==> src/rtl/seg7_pkg.sv <==
// seg7_pkg: shared 7-segment definitions.
// Segment codes (active-low, a=bit0), DP bit index, segment word type.
package seg7_pkg;

  typedef logic [7:0] seg_word_t;

  localparam int SEG_DP = 7;

  localparam logic [6:0] SEG_0 = 7'b1000000;
  localparam logic [6:0] SEG_1 = 7'b1111001;
  localparam logic [6:0] SEG_2 = 7'b0100100;
  localparam logic [6:0] SEG_3 = 7'b0110000;
  localparam logic [6:0] SEG_4 = 7'b0011001;
  localparam logic [6:0] SEG_5 = 7'b0010010;
  localparam logic [6:0] SEG_6 = 7'b0000010;
  localparam logic [6:0] SEG_7 = 7'b1011000;
  localparam logic [6:0] SEG_8 = 7'b0000000;
  localparam logic [6:0] SEG_9 = 7'b0011000;
  localparam logic [6:0] SEG_A = 7'b0001000;
  localparam logic [6:0] SEG_B = 7'b0000011;
  localparam logic [6:0] SEG_C = 7'b1000110;
  localparam logic [6:0] SEG_D = 7'b0100001;
  localparam logic [6:0] SEG_E = 7'b0000110;
  localparam logic [6:0] SEG_F = 7'b0001110;

endpackage

==> src/rtl/seg7_reverse_lut.sv <==
// seg7_reverse_lut: segment pattern -> hex nibble.
// i_seg: segments g..a active-low; o_hit: legal pattern; o_nib: value.
module seg7_reverse_lut
  import seg7_pkg::*;
(
  input  logic [6:0] i_seg,
  output logic       o_hit,
  output logic [3:0] o_nib
);

  always_comb begin
    o_hit = 1'b1;
    o_nib = 4'h0;
    unique case (i_seg)
      SEG_0:   o_nib = 4'h0;
      SEG_1:   o_nib = 4'h1;
      SEG_2:   o_nib = 4'h2;
      SEG_3:   o_nib = 4'h3;
      SEG_4:   o_nib = 4'h4;
      SEG_5:   o_nib = 4'h5;
      SEG_6:   o_nib = 4'h6;
      SEG_7:   o_nib = 4'h7;
      SEG_8:   o_nib = 4'h8;
      SEG_9:   o_nib = 4'h9;
      SEG_A:   o_nib = 4'hA;
      SEG_B:   o_nib = 4'hB;
      SEG_C:   o_nib = 4'hC;
      SEG_D:   o_nib = 4'hD;
      SEG_E:   o_nib = 4'hE;
      SEG_F:   o_nib = 4'hF;
      default: o_hit = 1'b0;
    endcase
  end

endmodule

==> src/rtl/seg7_scan_capture.sv <==
// seg7_scan_capture: debounced capture of a multiplexed 7-seg bus.
// SEG/AN in (active-low); HEX/DP/VALID/ERR per digit; UPD/FRAME pulses.
module seg7_scan_capture
  import seg7_pkg::*;
#(
  parameter int NDIG   = 4,
  parameter int STABLE = 4
) (
  input  logic              CLK,
  input  logic              RST,
  input  seg_word_t         SEG,
  input  logic [NDIG-1:0]   AN,
  output logic [4*NDIG-1:0] HEX,
  output logic [NDIG-1:0]   DP,
  output logic [NDIG-1:0]   VALID,
  output logic [NDIG-1:0]   ERR,
  output logic              UPD,
  output logic              FRAME
);

  localparam int SW = 8 + NDIG;

  logic [SW-1:0]     w_bus;
  logic [SW-1:0]     r_smp;
  logic [3:0]        r_cnt;
  logic              w_same;
  logic [NDIG-1:0]   w_sel;
  logic              w_one;
  logic              w_cap;
  logic              w_hit;
  logic [3:0]        w_nib;

  logic [4*NDIG-1:0] r_hex, w_hex_n;
  logic [NDIG-1:0]   r_dp, w_dp_n;
  logic [NDIG-1:0]   r_val, w_val_n;
  logic [NDIG-1:0]   r_err, w_err_n;
  logic [NDIG-1:0]   r_seen, w_seen_n;
  logic              w_all;
  logic              r_upd;
  logic              r_frame;

  assign w_bus  = {AN, SEG};
  assign w_same = (w_bus == r_smp);
  assign w_sel  = ~r_smp[SW-1:8];

  // exactly one anode low
  assign w_one = (w_sel != '0) &&
                 ((w_sel & (w_sel - NDIG'(1))) == '0);

  // fires once per dwell, on the CNT STABLE-1 -> STABLE step
  assign w_cap = w_same && w_one &&
                 (r_cnt == 4'(STABLE - 1));

  seg7_reverse_lut u_lut (
    .i_seg (r_smp[6:0]),
    .o_hit (w_hit),
    .o_nib (w_nib)
  );

  always_comb begin
    w_hex_n = r_hex;
    w_dp_n  = r_dp;
    w_val_n = r_val;
    w_err_n = r_err;
    for (int i = 0; i < NDIG; i++) begin
      if (w_cap && w_sel[i]) begin
        w_dp_n[i] = ~r_smp[SEG_DP];
        if (w_hit) begin
          w_hex_n[4*i +: 4] = w_nib;
          w_val_n[i] = 1'b1;
          w_err_n[i] = 1'b0;
        end else begin
          w_val_n[i] = 1'b0;
          w_err_n[i] = 1'b1;
        end
      end
    end
  end

  assign w_seen_n = r_seen | w_sel;
  assign w_all    = &w_seen_n;

  always_ff @(posedge CLK or negedge RST) begin
    if (!RST) begin
      r_smp   <= '1;
      r_cnt   <= '0;
      r_hex   <= '0;
      r_dp    <= '0;
      r_val   <= '0;
      r_err   <= '0;
      r_seen  <= '0;
      r_upd   <= 1'b0;
      r_frame <= 1'b0;
    end else begin
      r_smp <= w_bus;
      if (!w_same)
        r_cnt <= '0;
      else if (r_cnt != 4'(STABLE))
        r_cnt <= r_cnt + 4'd1;
      r_hex   <= w_hex_n;
      r_dp    <= w_dp_n;
      r_val   <= w_val_n;
      r_err   <= w_err_n;
      r_upd   <= w_cap &&
                 ({w_hex_n, w_dp_n, w_val_n, w_err_n} !=
                  {r_hex, r_dp, r_val, r_err});
      r_frame <= w_cap && w_all;
      if (w_cap)
        r_seen <= w_all ? '0 : w_seen_n;
    end
  end

  assign HEX   = r_hex;
  assign DP    = r_dp;
  assign VALID = r_val;
  assign ERR   = r_err;
  assign UPD   = r_upd;
  assign FRAME = r_frame;

endmodule

==> config.mk <==
export PLATFORM = sky130hd
export DESIGN_NAME = seg7_scan_capture
export DESIGN_NICKNAME = d
export VERILOG_FILES = /design/src/rtl/seg7_pkg.sv /design/src/rtl/seg7_reverse_lut.sv /design/src/rtl/seg7_scan_capture.sv
export SDC_FILE = /design/constraint.sdc
export NUM_CORES = 1
export LEC_CHECK = 0
export BUFFER_PORTS_ARGS = -buffer_cell sky130_fd_sc_hd__buf_2
export CAP_MARGIN = 20
export CORE_MARGIN = 1.5
export CORE_UTILIZATION = 57
export DETAILED_ROUTE_END_ITERATION = 10
export PLACE_DENSITY = 0.84
export SETUP_SLACK_MARGIN = 0.02
export SLEW_MARGIN = 20
export SYNTH_ARGS = -nofsm -noshare
export SYNTH_HDL_FRONTEND = slang
export SYNTH_HIERARCHICAL = 1
export SYNTH_SLANG_ARGS = --single-unit
==> constraint.sdc <==
create_clock -name CLK -period 3.3 [get_ports CLK]
set_input_delay 0.165 -clock CLK [delete_from_list [all_inputs] [get_ports CLK]]
set_output_delay 0.165 -clock CLK [all_outputs]
set_load 0.01 [all_outputs]
==> flow_summary.json <==
{
  "r2r_end": "UPD$_DFF_PN0_",
  "maxSlewViolCount": 0,
  "wire_per_inst_um": 16.54,
  "seq_area_frac_synth_pct": 42.47,
  "grt_max_degree": 51,
  "power.share.combinational_pct": 10.1,
  "slew_headroom_pct": 42.14,
  "grt_pass1_wl_um": 10180,
  "async_flop_share_pct": 100.0,
  "fin_crit_ns": 3.004,
  "maxCapViolCount": 0,
  "antenna_found_initial": 0,
  "grt_pass1_vias": 2135,
  "htreeDepth": 2,
  "ys.warnings.count": 6,
  "switching_power_mw": 0.3182,
  "clkLatencyLatePin_ns": 0.32,
  "crit_chain": "nor4bb_1, o31ai_4, o211ai_2, or4b_1, or4_1, a311o_1, a21oi_1, a31oi_1",
  "rrSetupSlack_ns": 0.30,
  "skew_ns": 0.01425,
  "yosysUniqueCellTypes": 64,
  "fin_nets": 329,
  "syn_area_sq_mm": 0.002982,
  "dp_hpwl_um": 4402,
  "hold_path_class": "input pin to asynchronous set/reset pin",
  "core-area_sq_mm": 0.005075,
  "num_vias": 2235,
  "gp_congestion": 0.8727,
  "intPower_mw": 0.8378,
  "initialDrtViolationCount": 90,
  "tns_ns": 0,
  "setup_viol": 0,
  "synth_nets": 279,
  "seqPwrFrac_pct": 56.7,
  "cp.arrival_ns": 3.19,
  "cp_max_fo": 14,
  "die-area_sq_mm": 0.005674,
  "ios": 44,
  "max_stage_delay_ns": 0.68,
  "p_total_mw": 1.156,
  "path_buf_inv": 0,
  "rr_startpoint": "r_smp[3]$_DFF_PN1_",
  "clkTransAtPathRegs_ns": 0.11,
  "path_class": "flip-flop to flip-flop",
  "track_usage_pct": 24.13,
  "slowest_stage": "dfstp_2",
  "ant_nets": 0,
  "ir_drop_mv": 0.2296,
  "synth-seq-cells": 50,
  "synth-edff-count": 0,
  "cts_tree": "yes",
  "worst_slew_pin_slew_ns": 0.8641,
  "floorplan.initialDensity_pct": 58.75,
  "syn2layout_area_growth_pct": 15.07,
  "crit_path_start_kind": "flip-flop",
  "fp.dieW_um": 75.33,
  "reg2reg_depth": 8,
  "vias_per_cell": 5.820,
  "n_antenna_cell": 0,
  "syn_avg_cell_area_sq_um": 11.34,
  "cts_buffer_depth": 2,
  "netlist_instances": 263,
  "path_delay_family": "simple AND/OR/NAND/NOR gates",
  "drt-total-wl_um": 6352,
  "final_cells": 384,
  "max_freq_mhz": 332.9,
  "dpl.cell_count": 363,
  "final_hold_viol_count": 0,
  "ys.flop_type": "dfrtp_1",
  "numCtsBuffers": 5,
  "postCtsSetupBuffers": 0,
  "required_ns": 3.49,
  "rsz0062_at_grt": "no",
  "power_density_mw_per_mm2": 337.0,
  "p_leak_nw": 1.620,
  "dr.pass1.iters": 4,
  "root_buffer": "clkbuf_8",
  "port_buffers": 43,
  "p_clk_share_pct": 33.2,
  "cts.sinks": 50,
  "fin_util_pct": 67.60,
  "die_h_um": 75.33,
  "std_cell_rows": 26,
  "post-route-drc-count": 0,
  "cp-end-kind": "flip-flop",
  "grt_overflow": 0,
  "period_share_pct": 91.03,
  "netSwitchingFraction_pct": 27.53,
  "layout-drive-gt1-share_pct": 30.57,
  "status": "complete, no violations"
}
power by group through the flow:
stage               logic (mW)  clock network (mW)  registers [mW]
floorplan               0.0907                   0           0.644
global placement         0.102                   0           0.665
detailed placement       0.104                   0           0.666
CTS                      0.116               0.394           0.654
global route             0.128               0.411           0.658
finish                   0.117               0.384           0.656
final cells by class:
cell class,count,area [sq um]
sequential,50,1266
clock buffer,5,68.82
tap,70,87.58
multi-input combinational,176,1519
clock inverter,3,28.78
timing repair buffer,62,392.9
fill,388,1644
inverter,18,67.56
placed cells by master, fill, tap and decap left out, types with 2 or more instances in the layout:
master         synthesis  routed
a21oi_1                6       6
a31oi_1                2       2
a41oi_1                2       2
buf_2                  4      42
buf_4                  3       7
clkbuf_8               0       5
clkinv_4               0       2
dfrtp_1               38      38
dfstp_2               12      12
dlygate4sd3_1          0      13
ha_1                   2       2
inv_1                 18      18
mux2_1                 9       9
mux2_2                 7       7
mux2_4                 4       4
mux2i_1                9       9
nand2_1                4       4
nand2b_1               5       5
nand3_1                7       7
nand3b_1               3       3
nand4_1                3       3
nor2_1                12      12
nor2b_1                2       2
nor3_1                 9       9
nor3_4                 5       5
nor3b_1                2       2
nor4_1                 3       3
nor4_4                 3       3
o21a_1                 6       6
o21ai_0                2       2
o22ai_1                4       4
o41ai_1                2       2
or3b_1                 2       2
xnor2_1               11      11
xor2_1                21      21
sequential cells by signal (all words and copies together) (netlist names):
register  count
VALID         4
r_cnt         4
r_seen        4
HEX          16
FRAME         1
r_smp        12
DP            4
UPD           1
ERR           4
cells in the mapped netlist (5+ instances only):
master / instances / area [sq um]
mux2_1: 9 / 101.4
nand3_1: 7 / 35.03
xnor2_1: 11 / 96.34
dfstp_2: 12 / 315.3
a21oi_1: 6 / 30.03
inv_1: 18 / 67.56
dfrtp_1: 38 / 950.9
nor2_1: 12 / 45.04
nand2b_1: 5 / 31.28
buf_6: 5 / 56.30
mux2i_1: 9 / 90.09
o21a_1: 6 / 45.04
nor3_4: 5 / 81.33
mux2_2: 7 / 78.83
xor2_1: 21 / 183.9
nor3_1: 9 / 45.04
clkbuf_1: 6 / 22.52
worst max-delay path by stage:
stage | slack, ns | from | to | cells after the start
after floorplan | 0.34 | r_smp[0]$_DFF_PN1_ | UPD$_DFF_PN0_ | 10
after global placement | 0.39 | r_smp[3]$_DFF_PN1_ | UPD$_DFF_PN0_ | 8
after detailed placement | 0.31 | r_smp[3]$_DFF_PN1_ | UPD$_DFF_PN0_ | 8
after CTS | 0.30 | r_smp[3]$_DFF_PN1_ | UPD$_DFF_PN0_ | 8
after global routing | 0.20 | r_smp[3]$_DFF_PN1_ | UPD$_DFF_PN0_ | 8
final | 0.30 | r_smp[3]$_DFF_PN1_ | UPD$_DFF_PN0_ | 8
routing by layer:
| layer | track usage [%] | wire length [um] | vias up |
|---|---|---|---|
| met5 | 0 | 0 | - |
| met4 | 9.325 | 101 | 0 |
| met3 | 4.101 | 290 | 11 |
| met2 | 38.69 | 3127 | 69 |
| met1 | 33.07 | 2833 | 1108 |
| li1 | - | - | 1047 |
logic make-up after synthesis:
family	after synthesis	share of synthesized area, %
simple gates	72	18.34
flops	50	42.47
compound gates	41	11.29
buf+inv	37	6.588
xor+xnor	32	9.400
mux	29	11.08
fa+ha+maj	2	0.8391
per-stage QoR:
| step | hold slack [ns] | instance area (sq um) | setup slack [ns] |
|---|---|---|---|
| final | 0.3827 | 3431 | 0.2960 |
| after global routing | 0.4520 | 3431 | 0.1961 |
| after CTS | 0.07540 | 3418 | 0.3031 |
| after detailed placement | 0.2900 | 3201 | 0.3120 |
| after global placement | 0.2885 | 3201 | 0.3906 |
| after floorplan | -0.1306 | 2982 | 0.3410 |
worst reg2reg max path, delay by kind of cell, from the launching register on:
kind / cells / cell delay [ns]
and+or+nand+nor: 3 / 1.26
AOI/OAI and AO/OA: 5 / 0.96
DFF: 1 / 0.68
what timing repair did:
item                      4_1_cts  5_1_grt
hold buffers                   12        1
resized for setup               0        0
hold endpoints to repair       12       38
(Power assumes the default switching activity.)
